==> config.mk <==
export PLATFORM = sky130hd
export DESIGN_NAME = wptr_full_ctrl
export DESIGN_NICKNAME = d
export VERILOG_FILES = /design/src/rtl/wptr_full_ctrl.sv
export SDC_FILE = /design/constraint.sdc
export NUM_CORES = 1
export LEC_CHECK = 0
export CAP_MARGIN = 25
export CORE_AREA = 2 2 51 53
export DETAILED_ROUTE_END_ITERATION = 10
export DIE_AREA = 0 0 53 55
export SLEW_MARGIN = 10
export SYNTH_ARGS = -nofsm -noshare
export SYNTH_HDL_FRONTEND = slang
export SYNTH_SLANG_ARGS = --single-unit
==> constraint.sdc <==
create_clock -name wclk -period 3.85 [get_ports wclk]
set_clock_uncertainty 0.15 [all_clocks]
set_input_delay 0.385 -clock wclk [delete_from_list [all_inputs] [get_ports wclk]]
set_output_delay 0.385 -clock wclk [all_outputs]
set_load 0.01 [all_outputs]
==> src/rtl/wptr_full_ctrl.sv <==
// Write-side pointer and full/level controller for the asynchronous FIFO.
// Define WPTR_FULL_AFULL_EN to build the almost-full register and comparator.
module wptr_full_ctrl #(
   parameter int unsigned ADDR_WIDTH   = 3,
   parameter int unsigned AFULL_THRESH = 6
) (
   input  logic                  wclk,
   input  logic                  wrst_n,
   input  logic                  winc_i,
   input  logic [ADDR_WIDTH:0]   wq2_rptr_i,
   input  logic                  wovf_clr_i,
   output logic                  wen_o,
   output logic [ADDR_WIDTH-1:0] waddr_o,
   output logic [ADDR_WIDTH:0]   wptr_o,
   output logic                  wfull_o,
   output logic [ADDR_WIDTH:0]   wlevel_o,
   output logic                  wafull_o,
   output logic                  wovf_o
);

   localparam int unsigned AW = ADDR_WIDTH;

   typedef logic [AW:0] ptr_t;

   ptr_t wbin_q, wbin_d;
   ptr_t wptr_q, wptr_d;
   ptr_t wlevel_q, wlevel_d;
   ptr_t rbin;
   logic wfull_q, wfull_d;
   logic wovf_q, wovf_d;
   logic wen;

   // Gray-to-binary of the synchronized read pointer: each bit is the XOR of itself and all
   // more significant Gray bits.
   always_comb begin
      rbin = '0;
      for (int i = 0; i <= int'(AW); i++) begin
         rbin[i] = ^(wq2_rptr_i >> i);
      end
   end

   // Writes are gated by the registered full flag, so a write into a full FIFO is dropped.
   always_comb begin
      wen      = winc_i & ~wfull_q;
      wbin_d   = wbin_q + ptr_t'(wen);
      wptr_d   = (wbin_d >> 1) ^ wbin_d;
      wfull_d  = (wptr_d == {~wq2_rptr_i[AW:AW-1], wq2_rptr_i[AW-2:0]});
      wlevel_d = wbin_d - rbin;
      // Set wins over clear when both happen in the same cycle.
      wovf_d   = (winc_i & wfull_q) | (wovf_q & ~wovf_clr_i);
   end

   always_ff @(posedge wclk or negedge wrst_n) begin
      if (!wrst_n) begin
         wbin_q   <= '0;
         wptr_q   <= '0;
         wfull_q  <= 1'b0;
         wlevel_q <= '0;
         wovf_q   <= 1'b0;
      end else begin
         wbin_q   <= wbin_d;
         wptr_q   <= wptr_d;
         wfull_q  <= wfull_d;
         wlevel_q <= wlevel_d;
         wovf_q   <= wovf_d;
      end
   end

`ifdef WPTR_FULL_AFULL_EN
   logic wafull_q, wafull_d;

   always_comb begin
      wafull_d = (wlevel_d >= ptr_t'(AFULL_THRESH));
   end

   always_ff @(posedge wclk or negedge wrst_n) begin
      if (!wrst_n) begin
         wafull_q <= 1'b0;
      end else begin
         wafull_q <= wafull_d;
      end
   end

   assign wafull_o = wafull_q;
`else
   logic unused_afull_thresh;
   assign unused_afull_thresh = ^AFULL_THRESH;
   assign wafull_o            = 1'b0;
`endif

   assign wen_o    = wen;
   assign waddr_o  = wbin_q[AW-1:0];
   assign wptr_o   = wptr_q;
   assign wfull_o  = wfull_q;
   assign wlevel_o = wlevel_q;
   assign wovf_o   = wovf_q;

endmodule

## Yosys cells after proc, flatten, opt, wreduce, memory -nomap -nowiden

Index checks and enable logic that the tools add are counted.

- $add $sub $neg: 2
- Bitwise operators: 8
- Reductions and logical operators: 4
- Equality and inequality tests: 1

Operators by type and width:

| operator | number |
|---|---|
| $reduce_xor A4 Y1 | 4 |
| $add A4 B1 Y4 | 1 |
| $eq A4 B4 Y1 | 1 |
| $sub A4 B4 Y4 | 1 |
| $xor A3 B4 Y4 | 1 |
| $and A1 B1 Y1 | 3 |
| $not A1 Y1 | 2 |
| $not A2 Y2 | 1 |
| $or A1 B1 Y1 | 1 |

- Register bits: 14
- Output and inout port bits: 15
- Word-level logic and storage cells: 20
- Bits of input ports: 8

## Depth between registers and ports, before layout

- Word-level depth: 5
- Mapped depth: 8
- Mapped depth without buffers: 8

## Least setup slack after synthesis

OpenSTA, ideal clock, no wires.

- Path kind: reg2reg
- Start point: register wfull_q, in the netlist wfull_o
- End point: register wlevel_q[2], in the netlist wlevel_o[2]
- Clock period less this slack: 2194 ps
- Setup slack: 1656 ps
- Path buffers: 1
- Data required time: 3577 ps
- Stages on the path, launching flop included: 9
- Arrival time: 1921 ps
- Library setup time: 123 ps
- Cell sequence: dfrtp_1 > nor2b_1 > ha_1 > ha_1 > buf_2 > xor2_1 > ha_1 > mux2i_1 > xnor2_1

- Longest elaborated chain between the ends: 4

Ends and longest elaborated chain:

| element | RTL line | text |
|---|---|---|
| start, declared | 29 | `logic wfull_q, wfull_d;` |
| start signal, assigned | 63 | `wfull_q <= wfull_d;` |
| $not A1 Y1 | 44 | `wen = winc_i & ~wfull_q;` |
| $and A1 B1 Y1 | 44 |  |
| named net wen_o | 12 | `output logic wen_o,` |
| $add A4 B1 Y4 | 45 | `wbin_d = wbin_q + ptr_t'(wen);` |
| named net wbin_d[1] | 25 | `ptr_t wbin_q, wbin_d;` |
| $sub A4 B4 Y4 | 48 | `wlevel_d = wbin_d - rbin;` |
| named net wlevel_d[2] | 27 | `ptr_t wlevel_q, wlevel_d;` |
| end signal, assigned | 64 | `wlevel_q <= wlevel_d;` |
| end, declared | 27 |  |

The timed path passes the listed nets, and every way through them passes these cells.

## Final worst setup path

- Start point: input port wq2_rptr_i[3]
- End point: register wlevel_q[3], in the netlist wlevel_o[3]

- Longest elaborated chain between the ends: 2
- Elaborated cells on any way between the ends: 5
- Classes of those cells: add/sub: 1; reduce/logical: 4

Ends and longest elaborated chain:

| element | RTL line | text |
|---|---|---|
| start, declared | 10 | `input logic [ADDR_WIDTH:0] wq2_rptr_i,` |
| $reduce_xor A4 Y1 | 38 | `rbin[i] = ^(wq2_rptr_i >> i);` |
| $sub A4 B4 Y4 * | 48 |  |
| named net wlevel_d[3] | 27 |  |

The timed path passes the listed nets; every way through them passes the cells marked *.

==> results_dict.tcl <==
set metrics [dict create \
    die_area_um2 2920 \
    ant_nets 0 \
    drt_wl_total_um 1090 \
    fin_crit_ps 2430 \
    synthArstFlopShare 1.00 \
    critical_path_class "in -> reg" \
    track_usage 0.0906 \
    port_buffers 21 \
    post-route-cell-area_um2 945 \
    yosys-top-cells-count "dfrtp_1, xnor2_1, inv_1" \
    cts_root_buffer "clkbuf_4" \
    postSynthRegisterBits 13 \
    cts_resized 0 \
    coreArea_um2 2360 \
    final.setup.tns_ps 0 \
    setup_viol 0 \
    maxSlewViolCount 0 \
    hold_buffers 0 \
    synth_top_family_by_area "XOR/XNOR gates" \
    maxCapViolCount 0 \
    initial_core_util 0.288 \
    regArea_um2 325 \
    ir_drop_v 0.000314 \
    area_growth_syn_to_layout_pct 38.5 \
    total_power_mw 0.883 \
    worstSetupEndpointType "register" \
    crit_chain "clkdlybuf4s50_1 > xor2_1 > xnor2_1 > xnor2_1 > ha_1 > nor2b_1 > maj3_2 > a21oi_2 > xnor2_1" \
    placed_cell_area_um2 917 \
    insertion_delay_ps 260 \
    critical-path-slowest-cell "clkdlybuf4s50_1" \
    cpPeakStageDelay_ps 510 \
    die_w_um 53 \
    crit_fanout 5 \
    clk_pin_slew_ps 80 \
    htreeDepth 1 \
    grt_pass1_vias 458 \
    drive_gt1_frac 0.0964 \
    critPathRequiredTime_ps 3890 \
    outcome "completed" \
    gp_congestion 0.694 \
    grt_max_degree 14 \
    vias 463 \
    wl_per_cell_um 9.61 \
    grt_pass1_wl_um 1900 \
    cts_sinks 13 \
    drc 0 \
    yosysMostFrequentCell "dfrtp_1" \
    worstHoldPathType "in -> async" \
    boundaryPins 23 \
    synth_edf_count 0 \
    cp.buffers_inverters 1 \
    tightest_slew_ps 546 \
    die-height_um 55 \
    fmax_mhz 412 \
    grt-ovfl-total 0 \
    yosysTopAreaCellShare 0.477 \
    synth_area_um2 682 \
    finalHoldViolations 0 \
    arrival_ps 2470 \
    dpl.hpwl_um 910 \
    drt_pass1_iterations 3 \
    synth_mux_area_frac 0.0312 \
    clock_path_buffers 2 \
    cp_top_family "XOR/XNOR gates" \
    yosysTopAreaCell "dfrtp_1" \
    tritoncts "built" \
    multiInputGateArea_um2 322 \
    synth_cells 60 \
    synth-simple-area-share 0.0734 \
    viasPerCell 4.10 \
    antenna_found_initial 0 \
    fp-row-count 18 \
    synthAdderAreaFrac 0.0899 \
    synth_xor_area_frac 0.217 \
    diodes 0 \
    critPathLaunchType "input pin" \
    synth_fp_nets 72 \
    fillers 234 \
    ys_types 23 \
    yosysWarnings 0 \
    preCtsSetupSlack_ps 1100 \
    power_leakage_nw 0.411 \
    synth_flop_cell "dfrtp_1" \
    min_period_over_period 0.631 \
    rsz0062_at_grt "no" \
    tritoncts.num_buffers 3 \
    seq_area_frac_synth 0.477 \
    drtIter0Drc 3 \
    syn_area_per_cell_um2 11.4 \
    synth.area.top_cells "dfrtp_1, xnor2_1, ha_1" \
    postCtsSetupRepairBufs 0 \
    path_common_cell "xnor2_1" \
    finish.utilization 0.399 \
    setup_ws_ps 1420 \
    maxSlewHeadroom 0.635 \
    final_nets 96 \
    power_density_nw_per_um2 934 \
    synth-compound-area-share 0.0550 \
]
==> final cells by class <==
class | count | share of cell area
flip-flops and latches | 13 | 0.344
multi-input cells | 39 | 0.340
repair buffers | 21 | 0.223
clock buffers | 3 | 0.0238
inverters | 6 | 0.0238
well taps | 30 | 0.0397
clock inverters | 1 | 0.00530
==> flip-flops by register name (all words and copies together) (netlist names) <==
register,flops
wptr_o,3
wovf_o,1
wbin_q,4
wfull_o,1
wlevel_o,4
==> layout by cell type, fill, tap and decap left out, types with 2 or more instances in the layout <==
| master | Yosys | routed |
|---|---|---|
| clkbuf_4 | 0 | 3 |
| inv_1 | 6 | 6 |
| clkdlybuf4s50_1 | 0 | 21 |
| nand2_1 | 3 | 3 |
| xor2_1 | 5 | 5 |
| ha_1 | 4 | 4 |
| o21ai_0 | 2 | 2 |
| xnor2_1 | 10 | 10 |
| nor2b_1 | 2 | 2 |
| dfrtp_1 | 13 | 13 |
==> metrics by stage <==
step                std cells  hold slack [ps]
global route              113              368
floorplan                  60            -60.6
CTS                       113              343
detailed placement        109              368
finish                    113              321
global placement          109              353
==> per-layer routing <==
layer	global-route usage	routed length, um
met1	0.112	476
met2	0.150	546
met3	0.0242	63
met4	0.0385	0
met5	0	0
==> kinds of logic (layout without fill, tap and decap cells) <==
| kind of cell | after synthesis | count (layout) |
|---|---|---|
| other | 1 | 1 |
| flip-flops | 13 | 13 |
| XOR/XNOR | 16 | 16 |
| adder cells (fa/ha/maj) | 5 | 5 |
| AND/OR/NAND/NOR | 10 | 10 |
| buffers and inverters | 8 | 31 |
| AO/OA/AOI/OAI | 5 | 5 |
| multiplexers | 2 | 2 |
==> power by group <==
part / leakage, nW / internal (mW) / switching (mW)
sequential: 0.156 / 0.214 / 0.0377
combinational: 0.237 / 0.300 / 0.251
clock: 0.0177 / 0.0384 / 0.0415
==> worst paths after layout <==
check	from	slack [ps]	depth (start not counted)	endpoint
max in group asynchronous	wrst_n	2870	1	wfull_o
min in group wclk	wfull_o	380	2	wovf_o
worst min-delay path	wrst_n	320	1	wbin_q[1]
worst max-delay path	wq2_rptr_i[3]	1420	9	wlevel_o[3]
worst min register to register	wfull_o	380	2	wovf_o
worst max register to register	wfull_o	1690	7	wlevel_o[2]
Power figures use the tool's default switching activity.
